==> src/rtl/match_status_monitor.sv <==
// Multi-channel masked pattern detector: per-channel debounce FSM, sticky status,
// saturating hit counter and a maskable OR-reduced interrupt.
module match_status_monitor #(
    parameter int N_CH = 2,
    parameter int W    = 4,
    parameter int HOLD = 1,
    parameter int CW   = 8
) (
    input  logic              clk,
    input  logic              rstn,
    input  logic              in_valid,
    input  logic [N_CH*W-1:0] in_data,
    input  logic [W-1:0]      pattern,
    input  logic [W-1:0]      mask,
    input  logic [N_CH-1:0]   clr,
    input  logic [N_CH-1:0]   irq_en,
    output logic [N_CH-1:0]   status,
    output logic [N_CH*CW-1:0] hit_cnt,
    output logic              irq
);

    localparam logic [1:0] S_IDLE = 2'd0;
    localparam logic [1:0] S_QUAL = 2'd1;
    localparam logic [1:0] S_HIT  = 2'd2;

    localparam logic [7:0] HOLD_L = 8'(HOLD);

    for (genvar c = 0; c < N_CH; c++) begin : g_ch
        logic [W-1:0]  data;
        logic          match;
        logic          hit_ev;
        logic [1:0]    state;
        logic [1:0]    state_nxt;
        logic [7:0]    run;
        logic [7:0]    run_nxt;
        logic          sticky;
        logic [CW-1:0] cnt;

        assign data  = in_data[c*W +: W];
        assign match = in_valid && (((data ^ pattern) & mask) == '0);

        // Invalid cycles leave state and run untouched, so gaps never break a run.
        always_comb begin
            state_nxt = state;
            run_nxt   = run;
            hit_ev    = 1'b0;
            case (state)
                S_IDLE: begin
                    if (match) begin
                        if (HOLD_L == 8'd1) begin
                            state_nxt = S_HIT;
                            hit_ev    = 1'b1;
                        end else begin
                            state_nxt = S_QUAL;
                            run_nxt   = 8'd1;
                        end
                    end
                end
                S_QUAL: begin
                    if (match) begin
                        if (run + 8'd1 == HOLD_L) begin
                            state_nxt = S_HIT;
                            run_nxt   = '0;
                            hit_ev    = 1'b1;
                        end else begin
                            run_nxt = run + 8'd1;
                        end
                    end else if (in_valid) begin
                        state_nxt = S_IDLE;
                        run_nxt   = '0;
                    end
                end
                S_HIT: begin
                    if (in_valid && !match) begin
                        state_nxt = S_IDLE;
                    end
                end
                default: begin
                    state_nxt = S_IDLE;
                    run_nxt   = '0;
                end
            endcase
        end

        // A hit coinciding with clr counts into a freshly cleared counter.
        always_ff @(posedge clk or posedge rstn) begin
            if (rstn) begin
                state  <= S_IDLE;
                run    <= '0;
                sticky <= 1'b0;
                cnt    <= '0;
            end else begin
                state <= state_nxt;
                run   <= run_nxt;
                if (hit_ev) begin
                    sticky <= 1'b1;
                    if (clr[c]) begin
                        cnt <= CW'(1);
                    end else if (cnt != '1) begin
                        cnt <= cnt + CW'(1);
                    end
                end else if (clr[c]) begin
                    sticky <= 1'b0;
                    cnt    <= '0;
                end
            end
        end

        assign status[c]             = sticky;
        assign hit_cnt[c*CW +: CW]   = cnt;
    end

    assign irq = |(status & irq_en);

endmodule

==> config.mk <==
export PLATFORM = sky130hd
export DESIGN_NAME = match_status_monitor
export DESIGN_NICKNAME = d
export VERILOG_FILES = /design/src/rtl/match_status_monitor.sv
export SDC_FILE = /design/constraint.sdc
export NUM_CORES = 1
export LEC_CHECK = 0
export CORE_AREA = 2 2 55 57
export DETAILED_ROUTE_END_ITERATION = 12
export DIE_AREA = 0 0 57 59
export GPL_ROUTABILITY_DRIVEN = 0
export GPL_TIMING_DRIVEN = 0
export PLACE_DENSITY = 0.77
export SKIP_CTS_REPAIR_TIMING = 1
export SYNTH_ARGS = -nofsm -noshare
export SYNTH_HDL_FRONTEND = slang
export SYNTH_SLANG_ARGS = --single-unit
==> constraint.sdc <==
create_clock -name clk -period 2.45 [get_ports clk]
set_clock_uncertainty 0.15 [all_clocks]
set_input_delay 0.6125 -clock clk [delete_from_list [all_inputs] [get_ports clk]]
set_output_delay 0.6125 -clock clk [all_outputs]
set_load 0.005 [all_outputs]
# Word-level counts from Yosys, hierarchy flattened
# Index checks and enable logic that the tools add are counted.
[word_totals]
ff_bits = 38
out_inout_bits = 19
elab_cells = 96
[op_classes]
n_addsub = 4
n_eq_ne = 16
n_mux = 38
bitwise_logic = 7
n_reduce_logical = 23
[ops]
columns = ["cell", "count"]
rows = [
  ["8-bit two-way mux", 13],
  ["8-bit by 1-bit adder with 8-bit output (second input constant)", 4],
  ["8-bit one-hot mux with 2 select lines", 2],
  ["2-bit two-way mux", 9],
  ["8-bit by 1-bit equality test with 1-bit output (second input constant)", 2],
  ["8-bit != test (second input constant)", 2],
  ["3-bit != test (second input constant)", 4],
  ["2-bit one-hot mux with 3 select lines", 2],
  ["1-bit two-way mux", 10],
  ["4-bit bitwise AND", 2],
  ["4-bit zero test", 2],
  ["2-bit != test (second input constant)", 4],
  ["2-bit AND reduction", 4],
  ["4-bit AND reduction", 2],
  ["2-bit nonzero test", 4],
  ["4-bit bitwise XOR", 2],
  ["2-bit OR reduction", 3],
  ["2-bit by 1-bit equality test with 1-bit output (second input constant)", 2],
  ["2-bit equality test (second input constant)", 2],
  ["1-bit logical AND", 4],
  ["2-bit zero test", 2],
  ["1-bit one-hot mux with 2 select lines", 2],
  ["2-bit bitwise AND", 1],
  ["1-bit zero test", 2],
  ["1-bit NOT", 2],
]

# Longest topological paths before layout
[depth]
depth_word = 8
depth_mapped = 8
depth_no_buf = 6

# Worst setup path before layout
# Ideal clock, no wire load.
[synth_timing]
path_kind = "in2reg"
startpoint = "input in_data[2]"
endpoint = "register g_ch[0].cnt[3]"
t_arrival_ps = 2112
required_ps = 2222
path_slack_ps = 110
path_stages = 5
path_buffers = 0
cell_sequence = "xor2_1 -> a222oi_1 -> nand3_2 -> or4_1 -> a21oi_1"
[synth_between]
elab_chain_cells = 8
[synth_rtl]
columns = ["item", "line", "source"]
rows = [
  ["start, declared", "12", "input logic [N_CH*W-1:0] in_data,"],
  ["4-bit bitwise XOR *", "40", "assign match = in_valid && (((data ^ pattern) & mask) == '0);"],
  ["4-bit bitwise AND *", "40", ""],
  ["4-bit zero test *", "40", ""],
  ["1-bit logical AND *", "40", ""],
  ["1-bit two-way mux (on tied branches)", "60, 49", ""],
  ["1-bit one-hot mux with 2 select lines *", "47", "case (state)"],
  ["2-bit nonzero test (no source line)", "--", ""],
  ["2-bit AND reduction (no source line)", "--", ""],
  ["end signal, assigned", "100", "cnt <= cnt + CW'(1);"],
  ["end, declared", "37", "logic [CW-1:0] cnt;"],
]
# Every way passes the cells marked *; elsewhere a longest branch is shown, timed or not.
# A chain may end at the register's enable or synchronous reset.

# Final worst setup path
[layout_timing]
startpoint = "input in_data[2]"
endpoint = "register g_ch[0].cnt[2]"
# The elaborated chain is that of the path after synthesis.

==> impl_metrics.yaml <==
outcome:
  status: "complete, no violations"
logic_synthesis:
  syn_nets: 151
  ys_types: 36
  syn_inst: 126
  ys_seq_area_share_pct: 42.5
  synth.largest_area_cell: "dfrtp_1"
  synth_top_area_share_pct: 42.5
  synth_area_per_cell_sq_um: 9.35
  syn_area_sq_um: 1180
  netlist_top_cells_area: "dfrtp_1 42%, xor2_1 7.4%, nor2_1 4.5%, inv_1 2.9%, nand4_1 2.7%"
  synth_seq_cells: 20
  yosys_warnings: 0
routing:
  wirelength_mm: 2.96
  route.vias.total: 1142
  vias_per_cell: 5.54
  route.met2.wl_mm: 1.56
  drt-initial-drc-count: 32
  drtPass1Iterations: 4
  dr.max_layer_used: "met4"
  met3_length_microns: 121
  wl_per_cell_microns: 14.4
  ant_nets: 0
  drt-met1-wl_mm: 1.22
  route.detailed.drc: 0
grt:
  grt_pass1_vias: 1126
  grt_overflow: 0
  track_usage_pct: 18.0
  antenna_found_initial: 0
  grt_pass1_wl_mm: 4.69
  grt_start_max_net_pins: 21
timing:
  worst_slack_ns: 0.0248
  setup_tns_ns: 0
  max_freq_ghz: 0.412
  slew_viol_final: 0
  fin_crit_sh_pct: 99.0
  tightest_slew_ns: 0.802
  finalSetupViolations: 0
  hold_viol: 0
  min_period_ns: 2.43
  relSlewSlack_pct: 46.4
  timing.hold.ws_ns: 0.414
cells_and_area:
  utilization_pct: 64.3
  antennaDiodeCount: 0
  nNetsFinal: 201
  drive_above_1_share_pct: 13.1
  area_growth_pct: 47.9
setup_path:
  crit_arrival_ns: 2.53
  path_max_fanout: 10
  reg2reg_depth: 8
  setup.worst_path.start: "in_data[2]"
  r2r-start: "g_ch[1].cnt[1]"
  crit_type: "in2reg"
  critPathCaptureType: "flop"
  crit_required_ns: 2.55
  startpoint_type: "primary input"
pwr:
  max-vdd-ir-drop_uv: 268
  power.leakage_nw: 0.752
  p_per_area_nw_per_um2: 467
  finalPower_w: 0.000813
die:
  coreArea_sq_um: 2710
  start_util_pct: 43.5
  die_x_microns: 57
  dieArea_sq_um: 3360
  ios: 42
  rows: 19
  die_h_microns: 59
min_path:
  holdCritStartpoint: "g_ch[0].sticky"
  hold_path_class: "reg2reg"
  hold_depth: 2
place:
  hpwl_mm: 2.13
  port_buffers: 41
  dpl_worst_slack_ns: -0.701
clock_network:
  cts.path.max_buffers: 2
  tritoncts: "done"
  cts.sinks: 20
  clock_latency_ns: 0.32
  root_buffer: "clkbuf_4"
  cts-htree-levels: 1
  cts_buffers: 3
  clk_pin_slew_ns: 0.13
job:
  max-cap-violations: 0
## per-stage QoR
stage | std cells | cell area [sq um]
6_report | 206 | 1740
5_1_grt | 206 | 1740
4_1_cts | 202 | 1680
3_5_place_dp | 198 | 1630
3_3_place_gp | 198 | 1630
2_1_floorplan | 126 | 1180
## synthesized netlist by cell type
library cell	count
dfrtp_1	20
and4_1	2
a21oi_1	6
xnor2_1	1
a31o_2	2
a21boi_0	2
nor2_1	14
a22o_1	1
xor2_1	10
a311oi_1	1
inv_1	9
o32ai_1	2
nand3_2	1
nand2_1	7
nand2b_1	2
a222oi_1	2
clkbuf_1	3
buf_4	2
and4bb_2	1
nand4_1	5
nand3_1	6
ha_1	2
nor4b_1	1
o31ai_1	3
and3_2	1
o221a_2	1
or4_1	3
nor3_1	1
mux2_2	2
nand3b_1	1
o21ai_0	4
buf_2	1
mux2i_1	2
a41oi_1	1
nor2b_1	2
and3_1	2
## per-layer routing
metal  vias to the layer above  track usage, %
met1                       542            19.4
met5                         -               0
met3                         7            2.84
met2                        37            33.8
met4                         0            9.63
li1                        556               -
## report_power, final
group	switching [W]	internal, W	leakage (nW)	total (W)
clock network	0.000116	0.000166	0.0279	0.000282
registers	0.0000152	0.000345	0.274	0.000361
logic	0.0000734	0.0000974	0.450	0.000171
total	0.000205	0.000608	0.752	0.000813
## critical path, cell delays in order
cell	delay (ns)
clkdlybuf4s50_1	0.42
xor2_1	0.18
a222oi_1	0.35
buf_4	0.19
nand3_4	0.13
or4_1	0.50
a21oi_1	0.15
## flip-flops by register name, indices dropped and copies added, names as in the netlist
register,count
g_ch.cnt,16
g_ch.state,2
g_ch.sticky,2
## final cells by class
type / count / area [sq um]
sequential: 20 / 500
clock inverter: 1 / 30.0
clock buffer: 3 / 22.5
inverter: 9 / 33.8
buffer: 6 / 33.8
multi-input combinational: 91 / 636
tap: 31 / 38.8
timing repair buffer: 45 / 448
fill: 254 / 967
## kinds of logic after synthesis
group | count (synthesis) | synth area share, %
adder cells (fa/ha/maj) | 2 | 2.12
XOR/XNOR | 11 | 8.17
AND/OR/NAND/NOR | 49 | 22.8
multiplexers | 4 | 3.61
buffers and inverters | 15 | 5.52
AO/OA/AOI/OAI | 25 | 15.3
flip-flops | 20 | 42.5
## worst paths after layout
kind,endpoint,slack (ns)
setup / recovery,g_ch[0].cnt[2],0.02
hold / removal,g_ch[0].sticky,0.41
setup reg to reg,g_ch[1].cnt[3],0.23
hold reg to reg,g_ch[0].sticky,0.41
max in group asynchronous,g_ch[0].state[1],1.07
min in group asynchronous,g_ch[0].cnt[6],0.58
## placed cells by master, fill, tap and decap left out, types with 2 or more instances in the layout
cell             count
o21ai_0              4
buf_4                6
a21oi_2              2
nand4_1              5
nor2b_1              2
nand3_1              6
a21boi_1             2
mux2i_1              2
dfrtp_1             20
inv_1                9
nor2_1              14
a21oi_1              4
and4_1               2
ha_1                 2
nand2_1              7
o32ai_1              2
nand2b_1             2
or4_4                2
mux2_2               2
a222oi_1             2
clkbuf_4             4
a31o_2               2
clkdlybuf4s50_1     38
xor2_1              10
dlymetal6s2s_1       3
clkbuf_1             3
and3_1               2
o31ai_1              3
No activity file was read; power rests on OpenSTA's default activity.
